File: config.mk
export PLATFORM = sky130hd
export DESIGN_NAME = pc_gen_flat
export DESIGN_NICKNAME = d
export VERILOG_FILES = /design/src/rtl/pc_pkg.sv /design/src/rtl/pc_gen_if.sv /design/src/rtl/pc_next_sel.sv /design/src/rtl/pc_gen.sv /design/src/flat_wrapper.sv
export SDC_FILE = /design/constraint.sdc
export NUM_CORES = 1
export LEC_CHECK = 0
export BUFFER_PORTS_ARGS = -buffer_cell sky130_fd_sc_hd__buf_2
export CORE_MARGIN = 3
export CORE_UTILIZATION = 41
export CTS_BUF_LIST = sky130_fd_sc_hd__clkbuf_16
export DETAILED_ROUTE_END_ITERATION = 10
export PLACE_DENSITY = 0.76
export SLEW_MARGIN = 15
export SYNTH_ARGS = -nofsm -noshare
export SYNTH_HDL_FRONTEND = slang
export SYNTH_HIERARCHICAL = 1
export SYNTH_SLANG_ARGS = --single-unit
File: constraint.sdc
create_clock -name clk -period 1.89 [get_ports clk]
set_input_delay 0.189 -clock clk [delete_from_list [all_inputs] [get_ports clk]]
set_output_delay 0.189 -clock clk [all_outputs]
set_load 0.005 [all_outputs]
File: src/rtl/pc_pkg.sv
// pc_pkg -- shared definitions for the program-counter generator.
//   pc_state_e        : FSM encoding driven onto the 2-bit state output
//                       (RUN=0, HOLD=1, TRAP=2).
//   PC_RESET_VEC_DFLT : default PC after reset.
//   PC_EXC_VEC_DFLT   : default exception handler address.
//   PC_STEP_DFLT      : default sequential increment in bytes.
package pc_pkg;

   typedef enum logic [1:0] {
      RUN  = 2'd0,
      HOLD = 2'd1,
      TRAP = 2'd2
   } pc_state_e;

   localparam logic [31:0] PC_RESET_VEC_DFLT = 32'h0000_3000;
   localparam logic [31:0] PC_EXC_VEC_DFLT   = 32'h0000_4180;
   localparam int          PC_STEP_DFLT      = 4;

endpackage

File: src/rtl/pc_gen_if.sv
// pc_gen_if -- request/result bundle between the fetch control and pc_gen.
//   Requests (master -> slave): loadad (stall), jr + busAtoMe (register
//   jump), br_taken + topc (branch), exc (exception), eret (return).
//   Results  (slave -> master): toIU (current PC), pc_plus (toIU + STEP),
//   flush, addr_err, epc (saved exception PC), state (FSM state).
interface pc_gen_if #(
   parameter int WIDTH = 32
);

   logic             loadad;
   logic             jr;
   logic [WIDTH-1:0] busAtoMe;
   logic             br_taken;
   logic [WIDTH-1:0] topc;
   logic             exc;
   logic             eret;

   logic [WIDTH-1:0] toIU;
   logic [WIDTH-1:0] pc_plus;
   logic             flush;
   logic             addr_err;
   logic [WIDTH-1:0] epc;
   logic [1:0]       state;

   modport master (
      output loadad, jr, busAtoMe, br_taken, topc, exc, eret,
      input  toIU, pc_plus, flush, addr_err, epc, state
   );

   modport slave (
      input  loadad, jr, busAtoMe, br_taken, topc, exc, eret,
      output toIU, pc_plus, flush, addr_err, epc, state
   );

endinterface

File: src/rtl/pc_next_sel.sv
// pc_next_sel -- combinational next-PC priority selector for pc_gen.
//   Priority: exc > eret > loadad (hold) > jr > br_taken > sequential.
//   Inputs : state, pc (current), pc_plus, epc, and the request signals.
//   Outputs: nxt_pc, redirect (a non-sequential target is loaded),
//            trap_take (edge enters TRAP), eret_take, epc_save
//            (capture pc into epc), addr_err_nxt (misaligned jr).
// Build option: PC_GEN_EXC_EN enables exception/trap handling. Without it
// exc/eret are ignored and a misaligned jr target is word-aligned instead.
module pc_next_sel
   import pc_pkg::*;
#(
   parameter int               WIDTH   = 32,
   parameter logic [WIDTH-1:0] EXC_VEC = WIDTH'(PC_EXC_VEC_DFLT)
) (
   input  pc_state_e        state,
   input  logic [WIDTH-1:0] pc,
   input  logic [WIDTH-1:0] pc_plus,
   input  logic [WIDTH-1:0] epc,
   input  logic             loadad,
   input  logic             jr,
   input  logic [WIDTH-1:0] busAtoMe,
   input  logic             br_taken,
   input  logic [WIDTH-1:0] topc,
   input  logic             exc,
   input  logic             eret,
   output logic [WIDTH-1:0] nxt_pc,
   output logic             redirect,
   output logic             trap_take,
   output logic             eret_take,
   output logic             epc_save,
   output logic             addr_err_nxt
);

   logic misal;

   assign misal = jr && (busAtoMe[1:0] != 2'b00);

`ifdef PC_GEN_EXC_EN
   always_comb begin
      nxt_pc       = pc;
      redirect     = 1'b0;
      trap_take    = 1'b0;
      eret_take    = 1'b0;
      epc_save     = 1'b0;
      addr_err_nxt = 1'b0;
      if (exc) begin
         // A nested exception keeps the epc of the first one.
         nxt_pc    = EXC_VEC;
         redirect  = 1'b1;
         trap_take = 1'b1;
         epc_save  = (state != TRAP);
      end else if (state == TRAP) begin
         // Handler entry is held for the TRAP cycle; other requests wait.
         nxt_pc = EXC_VEC;
      end else if (eret) begin
         nxt_pc    = epc;
         redirect  = 1'b1;
         eret_take = 1'b1;
      end else if (loadad) begin
         nxt_pc = pc;
      end else if (jr) begin
         if (misal) begin
            // Misaligned register target is promoted to an exception.
            nxt_pc       = EXC_VEC;
            redirect     = 1'b1;
            trap_take    = 1'b1;
            epc_save     = 1'b1;
            addr_err_nxt = 1'b1;
         end else begin
            nxt_pc   = busAtoMe;
            redirect = 1'b1;
         end
      end else if (br_taken) begin
         nxt_pc   = topc;
         redirect = 1'b1;
      end else begin
         nxt_pc = pc_plus;
      end
   end
`else
   logic unused_exc;

   assign unused_exc = ^{state, epc, exc, eret, EXC_VEC};

   always_comb begin
      nxt_pc       = pc;
      redirect     = 1'b0;
      trap_take    = 1'b0;
      eret_take    = 1'b0;
      epc_save     = 1'b0;
      addr_err_nxt = 1'b0;
      if (loadad) begin
         nxt_pc = pc;
      end else if (jr) begin
         // Misaligned target: flag it but still jump to the aligned word.
         nxt_pc       = {busAtoMe[WIDTH-1:2], 2'b00};
         redirect     = 1'b1;
         addr_err_nxt = misal;
      end else if (br_taken) begin
         nxt_pc   = topc;
         redirect = 1'b1;
      end else begin
         nxt_pc = pc_plus;
      end
   end
`endif

endmodule

File: src/rtl/pc_gen.sv
// pc_gen -- program-counter generator with stall, jumps, branches and
// exception entry/return. All state updates on the falling clock edge;
// reset is asynchronous and active-high.
//   clk, reset : clock (falling-edge active) and async reset.
//   bus        : pc_gen_if.slave carrying requests (loadad, jr, busAtoMe,
//                br_taken, topc, exc, eret) and results (toIU, pc_plus,
//                flush, addr_err, epc, state).
// Build option: PC_GEN_EXC_EN enables exception support (epc, TRAP state,
// eret, misaligned jr as exception). Without it epc stays 0 and TRAP is
// never entered.
module pc_gen
   import pc_pkg::*;
#(
   parameter int               WIDTH     = 32,
   parameter logic [WIDTH-1:0] RESET_VEC = WIDTH'(PC_RESET_VEC_DFLT),
   parameter logic [WIDTH-1:0] EXC_VEC   = WIDTH'(PC_EXC_VEC_DFLT),
   parameter int               STEP      = PC_STEP_DFLT
) (
   input  logic    clk,
   input  logic    reset,
   pc_gen_if.slave bus
);

   pc_state_e        state_p0;
   logic [WIDTH-1:0] pc_p0;
   logic [WIDTH-1:0] epc_p0;
   logic             flush_p0;
   logic             addr_err_p0;

   logic [WIDTH-1:0] pc_plus;
   logic [WIDTH-1:0] nxt_pc;
   logic             redirect;
   logic             trap_take;
   logic             eret_take;
   logic             epc_save;
   logic             addr_err_nxt;

   // Natural wrap modulo 2^WIDTH.
   assign pc_plus = pc_p0 + WIDTH'(STEP);

   pc_next_sel #(
      .WIDTH   (WIDTH),
      .EXC_VEC (EXC_VEC)
   ) u_sel (
      .state        (state_p0),
      .pc           (pc_p0),
      .pc_plus      (pc_plus),
      .epc          (epc_p0),
      .loadad       (bus.loadad),
      .jr           (bus.jr),
      .busAtoMe     (bus.busAtoMe),
      .br_taken     (bus.br_taken),
      .topc         (bus.topc),
      .exc          (bus.exc),
      .eret         (bus.eret),
      .nxt_pc       (nxt_pc),
      .redirect     (redirect),
      .trap_take    (trap_take),
      .eret_take    (eret_take),
      .epc_save     (epc_save),
      .addr_err_nxt (addr_err_nxt)
   );

`ifndef PC_GEN_EXC_EN
   logic unused_epc_save;

   assign unused_epc_save = epc_save;
`endif

   // Stage p0: PC, epc, pulse outputs and FSM, all updated on the falling edge.
   always_ff @(negedge clk or posedge reset) begin
      if (reset) begin
         pc_p0       <= RESET_VEC;
         epc_p0      <= '0;
         flush_p0    <= 1'b0;
         addr_err_p0 <= 1'b0;
         state_p0    <= RUN;
      end else begin
         pc_p0       <= nxt_pc;
         flush_p0    <= redirect;
         addr_err_p0 <= addr_err_nxt;
`ifdef PC_GEN_EXC_EN
         if (epc_save) begin
            epc_p0 <= pc_p0;
         end
`endif
         case (state_p0)
            TRAP: begin
               state_p0 <= trap_take ? TRAP : RUN;
            end
            default: begin
               if (trap_take) begin
                  state_p0 <= TRAP;
               end else if (eret_take) begin
                  state_p0 <= RUN;
               end else if (bus.loadad) begin
                  state_p0 <= HOLD;
               end else begin
                  state_p0 <= RUN;
               end
            end
         endcase
      end
   end

   assign bus.toIU     = pc_p0;
   assign bus.pc_plus  = pc_plus;
   assign bus.flush    = flush_p0;
   assign bus.addr_err = addr_err_p0;
   assign bus.epc      = epc_p0;
   assign bus.state    = state_p0;

endmodule

File: src/flat_wrapper.sv
// flat-port wrapper written by rule: the top's interface ports become plain ports
module pc_gen_flat import pc_pkg::*;
#(
   parameter int               WIDTH     = 32,
   parameter logic [WIDTH-1:0] RESET_VEC = WIDTH'(PC_RESET_VEC_DFLT),
   parameter logic [WIDTH-1:0] EXC_VEC   = WIDTH'(PC_EXC_VEC_DFLT),
   parameter int               STEP      = PC_STEP_DFLT
)
  (clk, reset, bus_loadad, bus_jr, bus_busAtoMe, bus_br_taken, bus_topc, bus_exc, bus_eret, bus_toIU, bus_pc_plus, bus_flush, bus_addr_err, bus_epc, bus_state);
  pc_gen_if #(.WIDTH(WIDTH)) bus_i ();
  input  logic clk;
  input  logic reset;
  input wire logic [$bits(bus_i.loadad)-1:0] bus_loadad;
  input wire logic [$bits(bus_i.jr)-1:0] bus_jr;
  input wire logic [$bits(bus_i.busAtoMe)-1:0] bus_busAtoMe;
  input wire logic [$bits(bus_i.br_taken)-1:0] bus_br_taken;
  input wire logic [$bits(bus_i.topc)-1:0] bus_topc;
  input wire logic [$bits(bus_i.exc)-1:0] bus_exc;
  input wire logic [$bits(bus_i.eret)-1:0] bus_eret;
  output wire logic [$bits(bus_i.toIU)-1:0] bus_toIU;
  output wire logic [$bits(bus_i.pc_plus)-1:0] bus_pc_plus;
  output wire logic [$bits(bus_i.flush)-1:0] bus_flush;
  output wire logic [$bits(bus_i.addr_err)-1:0] bus_addr_err;
  output wire logic [$bits(bus_i.epc)-1:0] bus_epc;
  output wire logic [$bits(bus_i.state)-1:0] bus_state;
  assign bus_i.loadad = bus_loadad;
  assign bus_i.jr = bus_jr;
  assign bus_i.busAtoMe = bus_busAtoMe;
  assign bus_i.br_taken = bus_br_taken;
  assign bus_i.topc = bus_topc;
  assign bus_i.exc = bus_exc;
  assign bus_i.eret = bus_eret;
  assign bus_toIU = bus_i.toIU;
  assign bus_pc_plus = bus_i.pc_plus;
  assign bus_flush = bus_i.flush;
  assign bus_addr_err = bus_i.addr_err;
  assign bus_epc = bus_i.epc;
  assign bus_state = bus_i.state;
  pc_gen #(.WIDTH(WIDTH), .RESET_VEC(RESET_VEC), .EXC_VEC(EXC_VEC), .STEP(STEP)) u_core (.clk(clk), .reset(reset), .bus(bus_i));
endmodule
==> reports/metrics.csv, run 1 <==
stage;metric;value;unit
setup_path;critPathCaptureType;primary output;
setup_path;cp_max_fo;8;
clock_network;cts_buffer_depth;2;
setup_path;crit_path_top_delay_cell;dfrtn_1;
setup_path;critPathLaunchType;flop;
setup_path;worst-path-stages;8;
placement;portBuffers;136;
floorplanning;core;0.00733;sq mm
clock_network;htree_levels;2;
setup_path;regToRegEndpoint;u_core/bus.toIU[25]$_DFF_NP0_;
setup_path;path_delay_family;simple AND/OR/NAND/NOR gates;
global_routing;antenna_found_initial;0;
routing;met1_length;4.31;mm
job;drv_cap;0;
pwr;switching_share;33.4;%
pwr;p_int;2.36;mW
sta;setup_ws;-1.34;ns
clock_network;clk_latency;0.35;ns
layout;final_area;0.00544;sq mm
routing;dr.max_layer_used;met4;
setup_path;rrSetupSlack;-0.34;ns
routing;route.detailed.drc;0;
pwr;leakage;2.53;nW
clock_network;cts_root_buffer;clkbuf_16;
pwr;clkPwrFrac;22.3;%
setup_path;rr_worst_depth;10;
setup_path;critPathMaxStageDelay;0.46;ns
setup_path;cp.required;1.70;ns
min_path;whs_path_depth;1;
logic_synthesis;syn_avg_cell_area;10.0;sq um
routing;wl_met3;619;microns
min_path;hp-class;reg2reg;
run_status;status;finished, violations left;
routing;drt_iter0_drc;129;
clock_network;cts.clk_slew.worst_paths;0.04;ns
placement;placed_area;0.00431;sq mm
floorplanning;die_x;93.2;microns
pwr;p_sw;1.19;mW
pwr;p_comb_share;50.4;%
routing;met2WireLength;5.83;mm
layout;nets;601;
logic_synthesis;synthCells;310;
setup_path;critPathKind;reg2out;
placement;dp_hpwl;7.14;mm
pwr;p_seq_share;27.4;%
routing;ant_nets;0;
setup_path;r2r_start;u_core/bus.toIU[2]$_DFF_NP0_;
logic_synthesis;synth.cell_area;0.00312;sq mm
clock_network;cts_hold_buf;0;
pwr;vdd_ir_drop_max;0.437;mV
global_routing;grt_first_pass_wirelength;15.4;mm
floorplanning;num_io_pins;171;
layout;antenna_cells;0;
global_routing;grt_start_max_net_pins;37;
layout;layout-drive-gt1-share;64.3;%
placement;place_inst;582;
global_routing;grt.overflow.total;0;
layout;fin_cells;629;
sta;setup_violations;84;
global_routing;grtUsageTotal;22.3;%
setup_path;path_cells;buf_6 -> buf_6 -> and4_4 -> and3_4 -> buf_4 -> nand3_4 -> xnor2_2 -> buf_2;
routing;vias_per_cell;5.00;
run_status;violations;setup timing;
min_path;hold_start;u_core/bus.toIU[1]$_DFF_NP0_;
sta;slew_violations;0;
setup_path;crit_path_frequent_cell;buf_6;
clock_network;tritoncts;built;
sta;rsz0062_at_grt;yes;
layout;syn2layout_area_growth;74.6;%
sta;hold_violations;0;
placement;gp_congestion;0.822;
routing;wl;10.9;mm
floorplanning;die_area;0.00868;sq mm
setup_path;critPathBufInv;4;
min_path;timing.hold.worst_endpoint;u_core/bus.toIU[1]$_DFF_NP0_;
routing;avgRoutedWirePerCell;17.3;microns
sta;finalSetupTns;-42.50;ns
floorplanning;initial_utilization;42.5;%
floorplanning;rows;31;
routing;first_pass_iters;4;
pwr;power_density;652;mW/mm^2
clock_network;cts_sinks;36;
sta;skew;0.0493;ns
clock_network;numCtsBuffers;5;
global_routing;grt_pass1_vias;3118;
logic_synthesis;yosysWarningCount;70;
sta;holdWs;0.515;ns
floorplanning;die_h;93.2;microns
setup_path;crit_arrival;3.04;ns
routing;routed-via-count;3148;
-- layer usage --
metal	global-route usage (%)	vias up
met5	0	-
met4	5.13	0
met3	4.34	9
met2	38.8	122
met1	28.5	1543
li1	-	1474
-- layout make-up --
cell class,instances,area (sq um)
sequential,36,903
fill,517,1890
inverter,6,22.5
clock inverter,5,20.0
clock buffer,5,125
tap,99,124
multi-input combinational,245,2370
timing repair buffer,233,1880
-- power by group through the flow --
stage / Clock, mW / Sequential, mW / Combinational [mW]
after floorplan: 0.00994 / 1.03 / 0.636
after global placement: 0.00994 / 0.958 / 1.23
after detailed placement: 0.00994 / 0.962 / 1.26
after CTS: 0.796 / 0.962 / 1.52
after global routing: 0.847 / 0.984 / 1.91
final: 0.790 / 0.971 / 1.79
-- flip-flops by register name, indices dropped and copies added (netlist names) --
signal	cells
u_core/bus.state	2
u_core/bus.toIU	32
u_core/bus.flush	1
u_core/bus.addr_err	1
-- worst register-to-register path, cell delays in order, from the launching register on --
cell      delay, ns
dfrtn_1        0.46
buf_6          0.11
buf_6          0.10
and4_4         0.26
and3_4         0.27
buf_4          0.15
nand3_4        0.08
xnor2_2        0.16
buf_4          0.15
mux2i_2        0.20
a211oi_2       0.11
-- cell usage in the layout (no fill, tap or decap), types with 7 or more instances in the layout --
master and count:
a211oi_2 29, buf_12 10, buf_2 107, buf_4 44, buf_6 72, conb_1 34
dfrtn_1 34, inv_1 7, mux2i_1 24, nand3_4 7, nand4_1 10, nor2b_1 30
nor3b_1 26, xnor2_2 19
-- per-stage QoR --
| step | setup WS, ns | total power [mW] | util [%] |
|---|---|---|---|
| after global routing | -1.41 | 3.74 | 74.2 |
| final | -1.34 | 3.55 | 74.2 |
| after floorplan | -0.844 | 1.68 | - |
| after detailed placement | -0.990 | 2.23 | 58.8 |
| after global placement | -0.918 | 2.20 | 58.8 |
| after CTS | -1.27 | 3.28 | 67.9 |
-- worst max-delay path by stage --
stage                                       startpoint         endpoint  slack, ns
after CTS                 u_core/bus.toIU[2]$_DFF_NP0_  bus_pc_plus[30]      -1.27
after floorplan           u_core/bus.toIU[2]$_DFF_NP0_  bus_pc_plus[30]      -0.84
after detailed placement  u_core/bus.toIU[2]$_DFF_NP0_  bus_pc_plus[30]      -0.99
after global placement    u_core/bus.toIU[2]$_DFF_NP0_  bus_pc_plus[30]      -0.92
after global routing      u_core/bus.toIU[2]$_DFF_NP0_  bus_pc_plus[25]      -1.41
final                     u_core/bus.toIU[2]$_DFF_NP0_  bus_pc_plus[25]      -1.34
-- repair_timing --
| item | CTS | global route |
|---|---|---|
| setup endpoints to repair | 77 | 88 |
| hold endpoints to repair | 0 | 0 |
| setup buffers | 19 | 27 |
| resized for setup | 80 | 56 |
| pin swaps | 30 | 34 |
(Power assumes the default switching activity.)
==> run 2, diff against run 1 <==
--- a/config.mk
+++ b/config.mk
@@ -10,7 +10,7 @@
 export CORE_UTILIZATION = 41
 export CTS_BUF_LIST = sky130_fd_sc_hd__clkbuf_16
 export DETAILED_ROUTE_END_ITERATION = 10
-export PLACE_DENSITY = 0.76
+export PLACE_DENSITY_LB_ADDON = 0.3
 export SLEW_MARGIN = 15
 export SYNTH_ARGS = -nofsm -noshare
 export SYNTH_HDL_FRONTEND = slang
==> reports/metrics.csv, run 2 (same netlist as run 1, synthesis figures left out) <==
stage;metric;value;unit;change
floorplanning;die_h;93.2;microns;unchanged
clock_network;cts_hold_buf;0;;unchanged
layout;layout_common_cells;buf_2, buf_6, buf_4;;unchanged
sta;hold_violations;0;;unchanged
routing;route.detailed.drc;0;;unchanged
setup_path;cp_max_fo;6;;was 8
setup_path;critPathLaunchType;flop;;unchanged
pwr;p_seq_share;28.1;%;was 27.4%
placement;gp_congestion;0.850;;was 0.822
layout;antenna_cells;0;;unchanged
pwr;p_sw;1.14;mW;was 1.19 mW
job;drv_cap;0;;unchanged
global_routing;grt_first_pass_wirelength;14.6;mm;was 15.4 mm
sta;skew;0.0563;ns;was 0.0493 ns
global_routing;antenna_found_initial;0;;unchanged
layout;final_common_cell;buf_2;;unchanged
run_status;status;finished, violations left;;unchanged
floorplanning;initial_utilization;42.5;%;unchanged
floorplanning;rows;31;;unchanged
clock_network;htree_levels;2;;unchanged
clock_network;numCtsBuffers;5;;unchanged
routing;avgRoutedWirePerCell;15.5;microns;was 17.3 microns
routing;vias_per_cell;4.93;;was 5.00
routing;wl;9.66;mm;was 10.9 mm
routing;routed-via-count;3064;;was 3,148
routing;first_pass_iters;4;;unchanged
sta;rsz0062_at_grt;yes;;unchanged
pwr;vdd_ir_drop_max;0.417;mV;was 0.437 mV
sta;setup_violations;85;;was 84
layout;syn2layout_area_growth;70.5;%;was 74.6%
pwr;p_int;2.31;mW;was 2.36 mW
clock_network;cts.clk_slew.worst_paths;0.04;ns;about the same
layout;final_area;0.00531;sq mm;was 0.00544 sq mm
routing;ant_nets;0;;unchanged
placement;dp_hpwl;6.89;mm;was 7.14 mm
setup_path;rr_worst_depth;10;;unchanged
placement;portBuffers;136;;unchanged
floorplanning;num_io_pins;171;;unchanged
setup_path;critPathKind;reg2out;;unchanged
setup_path;crit_arrival;2.94;ns;was 3.04 ns
pwr;clkPwrFrac;23.0;%;was 22.3%
run_status;violations;setup timing;;unchanged
placement;pre_cts_slack;-0.989;ns;was -0.990 ns
clock_network;tritoncts;built;;unchanged
floorplanning;die_x;93.2;microns;unchanged
pwr;p_comb_share;48.9;%;was 50.4%
floorplanning;core;0.00733;sq mm;unchanged
clock_network;cts_root_buffer;clkbuf_16;;unchanged
setup_path;critPathCaptureType;primary output;;unchanged
clock_network;cts_sinks;36;;unchanged
global_routing;grt_pass1_vias;3009;;was 3,118
floorplanning;die_area;0.00868;sq mm;unchanged
setup_path;r2r_start;u_core/bus.toIU[3]$_DFF_NP0_;;was u_core/bus.toIU[2]$_DFF_NP0_
clock_network;cts_buffer_depth;2;;unchanged
pwr;finalPower;3.45;mW;was 3.55 mW
layout;nets;594;;was 601
global_routing;grt.overflow.total;0;;unchanged
pwr;leakage;2.46;nW;was 2.53 nW
clock_network;clk_latency;0.35;ns;about the same
sta;setup_ws;-1.24;ns;was -1.34 ns
pwr;power_density;650;mW/mm^2;was 652 mW/mm^2
setup_path;rrSetupSlack;-0.22;ns;was -0.34 ns
layout;layout-drive-gt1-share;63.7;%;was 64.3%
min_path;hp-class;reg2reg;;unchanged
pwr;switching_share;33.0;%;was 33.4%
layout;largest_reg_flops;32;;unchanged
global_routing;grt_start_max_net_pins;37;;unchanged
setup_path;crit_path_end;bus_pc_plus[28];;was bus_pc_plus[25]
placement;placed_area;0.00431;sq mm;unchanged
global_routing;grtUsageTotal;20.8;%;was 22.3%
setup_path;crit_path_start;u_core/bus.toIU[3]$_DFF_NP0_;;was u_core/bus.toIU[2]$_DFF_NP0_
setup_path;cp.required;1.70;ns;about the same
setup_path;regToRegEndpoint;u_core/bus.toIU[19]$_DFF_NP0_;;was u_core/bus.toIU[25]$_DFF_NP0_
sta;slew_violations;0;;unchanged
routing;drt_iter0_drc;70;;was 129
[run 2: changes by cell type in the layout (fill, tap and decap cells not counted), moves of 2 or more]
cell and change:
buf_2 +3, xnor2_1 +2, mux2i_1 -3, buf_6 -4
nand3_4 -2, buf_4 -6, mux2i_2 +3
[run 2: area by class of cell]
class / instances / area [sq um]
clock buffers: 5 / 125
clock inverters: 5 / 20.0
fillers: 491 / 2020
inverters: 6 / 22.5
multi-input cells: 245 / 2310
flip-flops and latches: 36 / 903
well taps: 99 / 124
repair buffers: 226 / 1800
[run 2: through the flow]
stage	TNS, ns	utilization [%]	hold slack, ns	std cells
finish	-40.80	72.5	0.506	622
floorplan	-16.21	-	0.506	342
detailed placement	-24.79	58.8	0.506	582
CTS	-38.60	68.4	0.513	604
global route	-46.03	72.5	0.547	622
global placement	-22.97	58.8	0.499	582
[run 2: power groups by stage]
stage	clock [mW]	sequential [mW]	combinational (mW)
finish	0.795	0.969	1.69
global route	0.847	0.979	1.81
global placement	0.00994	0.958	1.24
CTS	0.806	0.965	1.55
detailed placement	0.00994	0.967	1.26
floorplan	0.00994	1.03	0.636
[run 2: worst min-delay path by stage]
stage	slack, ns	depth (start not counted)	endpoint	start
global route	0.55	1	u_core/bus.toIU[1]$_DFF_NP0_	u_core/bus.toIU[1]$_DFF_NP0_
CTS	0.51	1	u_core/bus.toIU[1]$_DFF_NP0_	u_core/bus.toIU[1]$_DFF_NP0_
finish	0.51	1	u_core/bus.toIU[1]$_DFF_NP0_	u_core/bus.toIU[1]$_DFF_NP0_
global placement	0.50	1	u_core/bus.toIU[1]$_DFF_NP0_	u_core/bus.toIU[1]$_DFF_NP0_
detailed placement	0.51	1	u_core/bus.toIU[1]$_DFF_NP0_	u_core/bus.toIU[1]$_DFF_NP0_
floorplan	0.51	1	u_core/bus.toIU[0]$_DFF_NP0_	u_core/bus.toIU[0]$_DFF_NP0_
[run 2: per-layer routing]
layer	global-route usage, %	up-vias	part of all wire (%)
met3	3.06	8	5.0
met1	26.4	1495	41
met5	0	-	0
met2	37.6	107	54
met4	4.03	0	0.94
li1	-	1454	-
[run 2: what timing repair did]
item,CTS,global route
pin swaps,34,36
endpoints found under the hold margin,0,0
buffers inserted,18,26
resized for setup,90,40
endpoints found under the setup margin,76,89
[run 2: worst max-delay path, cell delays in order, from the launching register on]
cell	delay, ns
dfrtn_1	0.43
ha_2	0.19
and4_4	0.21
nor4b_4	0.20
buf_6	0.17
nand4_1	0.15
xnor2_2	0.21
buf_2	0.14
==> run 3, diff against run 2 <==
--- a/config.mk
+++ b/config.mk
@@ -6,6 +6,7 @@
 export NUM_CORES = 1
 export LEC_CHECK = 0
 export BUFFER_PORTS_ARGS = -buffer_cell sky130_fd_sc_hd__buf_2
+export CORE_ASPECT_RATIO = 1.5
 export CORE_MARGIN = 3
 export CORE_UTILIZATION = 41
 export CTS_BUF_LIST = sky130_fd_sc_hd__clkbuf_16
==> reports/metrics.csv, run 3 (same netlist as run 1, synthesis figures left out) <==
stage;metric;value;unit;change
run_status;status;finished, violations left;;unchanged
run_status;violations;setup timing;;unchanged
clock_network;clk_latency;0.34;ns;was 0.35 ns
placement;place_inst;580;;was 582
routing;avgRoutedWirePerCell;16.4;microns;was 15.5 microns
job;drv_cap;0;;unchanged
sta;setup_violations;80;;was 85
clock_network;cts_buffer_depth;2;;unchanged
setup_path;path_cells;ha_2 -> and4_4 -> nor4b_4 -> buf_6 -> buf_4 -> buf_6 -> xor2_2 -> buf_2;;was ha_2 -> and4_4 -> nor4b_4 -> buf_6 -> nand4_1 -> xnor2_2 -> buf_2
routing;route.detailed.drc;0;;unchanged
layout;antenna_cells;0;;unchanged
setup_path;critPathCaptureType;primary output;;unchanged
floorplanning;rows;38;;was 31
setup_path;cp.required;1.70;ns;about the same
clock_network;cts_hold_buf;0;;unchanged
setup_path;critPathLaunchType;flop;;unchanged
clock_network;tritoncts;built;;unchanged
placement;gp_congestion;0.849;;was 0.850
layout;fin_cells;629;;was 622
setup_path;crit_path_top_delay_cell;dfrtn_1;;unchanged
pwr;leakage;2.53;nW;was 2.46 nW
global_routing;grt_pass1_vias;3212;;was 3,009
routing;vias_per_cell;4.98;;was 4.93
layout;fill_cells;520;;was 491
pwr;vdd_ir_drop_max;0.480;mV;was 0.417 mV
setup_path;crit_path_frequent_cell;buf_6;;
layout;layout_common_cells;buf_2, buf_6, buf_4;;unchanged
floorplanning;die_h;113;microns;was 93.2 microns
sta;finalSetupTns;-39.26;ns;was -40.80 ns
sta;setup_ws;-1.23;ns;was -1.24 ns
setup_path;critPathKind;reg2out;;unchanged
clock_network;cts_sinks;36;;unchanged
clock_network;numCtsBuffers;5;;unchanged
layout;largest_reg_flops;32;;unchanged
min_path;hp-class;reg2reg;;unchanged
clock_network;cts.clk_slew.worst_paths;0.04;ns;about the same
placement;dp_hpwl;7.09;mm;was 6.89 mm
global_routing;antenna_found_initial;0;;unchanged
routing;drt_iter0_drc;155;;was 70
setup_path;critPathMaxStageDelay;0.42;ns;was 0.43 ns
routing;wl;10.3;mm;was 9.66 mm
global_routing;grtUsageTotal;21.8;%;was 20.8%
sta;rsz0062_at_grt;yes;;unchanged
placement;portBuffers;136;;unchanged
global_routing;grt_start_max_net_pins;33;;was 37
floorplanning;num_io_pins;171;;unchanged
routing;ant_nets;0;;unchanged
setup_path;crit_arrival;2.93;ns;was 2.94 ns
sta;hold_violations;0;;unchanged
global_routing;grt.overflow.total;0;;unchanged
pwr;p_int;2.39;mW;was 2.31 mW
layout;syn2layout_area_growth;73.2;%;was 70.5%
clock_network;htree_levels;2;;unchanged
routing;routed-via-count;3133;;was 3,064
global_routing;grt_first_pass_wirelength;15.5;mm;was 14.6 mm
routing;first_pass_iters;4;;unchanged
sta;skew;0.0475;ns;was 0.0563 ns
layout;final_common_cell;buf_2;;unchanged
floorplanning;die_area;0.00870;sq mm;was 0.00868 sq mm
pwr;clkPwrFrac;23.9;%;was 23.0%
pwr;switching_share;32.7;%;was 33.0%
floorplanning;die_x;77.2;microns;was 93.2 microns
floorplanning;initial_utilization;42.5;%;about the same
clock_network;cts_root_buffer;clkbuf_16;;unchanged
layout;layout-drive-gt1-share;63.9;%;was 63.7%
setup_path;cp_max_fo;7;;was 6
pwr;p_sw;1.16;mW;was 1.14 mW
layout;nets;601;;was 594
sta;slew_violations;0;;unchanged
pwr;p_comb_share;48.8;%;was 48.9%
pwr;power_density;658;mW/mm^2;was 650 mW/mm^2
pwr;p_seq_share;27.4;%;was 28.1%
floorplanning;core;0.00732;sq mm;was 0.00733 sq mm
[run 3: cell types whose count changed in the layout (fill, tap and decap cells not counted), moves of 2 or more]
cell     previous run  this run
mux2i_2             7         5
xnor2_1             4         1
xnor2_4             0         3
buf_4              38        51
buf_6              68        62
mux2i_1            21        24
[run 3: power groups by stage]
stage	Clock (mW)	Combinational [mW]	Sequential (mW)
3_5_place_dp	0.00994	1.24	0.974
5_1_grt	0.908	1.85	0.981
4_1_cts	0.869	1.55	0.965
6_report	0.847	1.73	0.971
3_3_place_gp	0.00994	1.22	0.967
2_1_floorplan	0.00994	0.636	1.03
[run 3: per-stage QoR]
step	area, sq um	setup WS (ns)	hold WS (ns)	total power, mW	utilization (%)
2_1_floorplan	3380	-0.844	0.506	1.68	-
3_3_place_gp	4290	-0.907	0.508	2.20	58.6
5_1_grt	5400	-1.32	0.549	3.74	73.7
3_5_place_dp	4290	-0.946	0.510	2.23	58.6
4_1_cts	5000	-1.18	0.514	3.38	68.3
6_report	5400	-1.23	0.508	3.55	73.7
[run 3: cell type report]
type | count | area [sq um] | share of cell area [%]
Inverter | 6 | 22.5 | 0.417
Timing Repair Buffer | 233 | 1830 | 34.0
Tap cell | 100 | 125 | 2.32
Clock inverter | 4 | 28.8 | 0.533
Sequential cell | 36 | 903 | 16.7
Clock buffer | 5 | 125 | 2.32
Multi-Input combinational cell | 245 | 2360 | 43.7
[run 3: critical path, delay by kind of cell (launching register included)]
kind          cells  cell delay, ns
flops             1            0.42
xor+xnor          1            0.16
buf+inv           4            0.51
simple gates      2            0.42
fa+ha+maj         1            0.18
[run 3: worst paths after layout]
kind | from | endpoint | slack, ns | cells past startpoint
max | u_core/bus.toIU[3]$_DFF_NP0_ | bus_pc_plus[18] | -1.23 | 8
min | u_core/bus.toIU[1]$_DFF_NP0_ | u_core/bus.toIU[1]$_DFF_NP0_ | 0.51 | 1
max reg2reg | u_core/bus.toIU[3]$_DFF_NP0_ | u_core/bus.toIU[26]$_DFF_NP0_ | -0.24 | 9
min reg2reg | u_core/bus.toIU[1]$_DFF_NP0_ | u_core/bus.toIU[1]$_DFF_NP0_ | 0.51 | 1
max in group asynchronous | reset | u_core/bus.toIU[17]$_DFF_NP0_ | 0.80 | 3
min in group asynchronous | reset | u_core/bus.state[0]$_DFF_NP0_ | 0.76 | 3
[run 3: layer usage]
metal	GRT usage, %	part of all wire, %
met1	23.3	36
met2	43.5	58
met3	3.11	5.0
met4	6.06	1.7
met5	0	0
[run 3: repair_timing]
action                                  CTS  global route
buffers inserted                         23            37
pin swaps                                31            40
endpoints found under the setup margin   75            87
gates resized for setup                  84            48
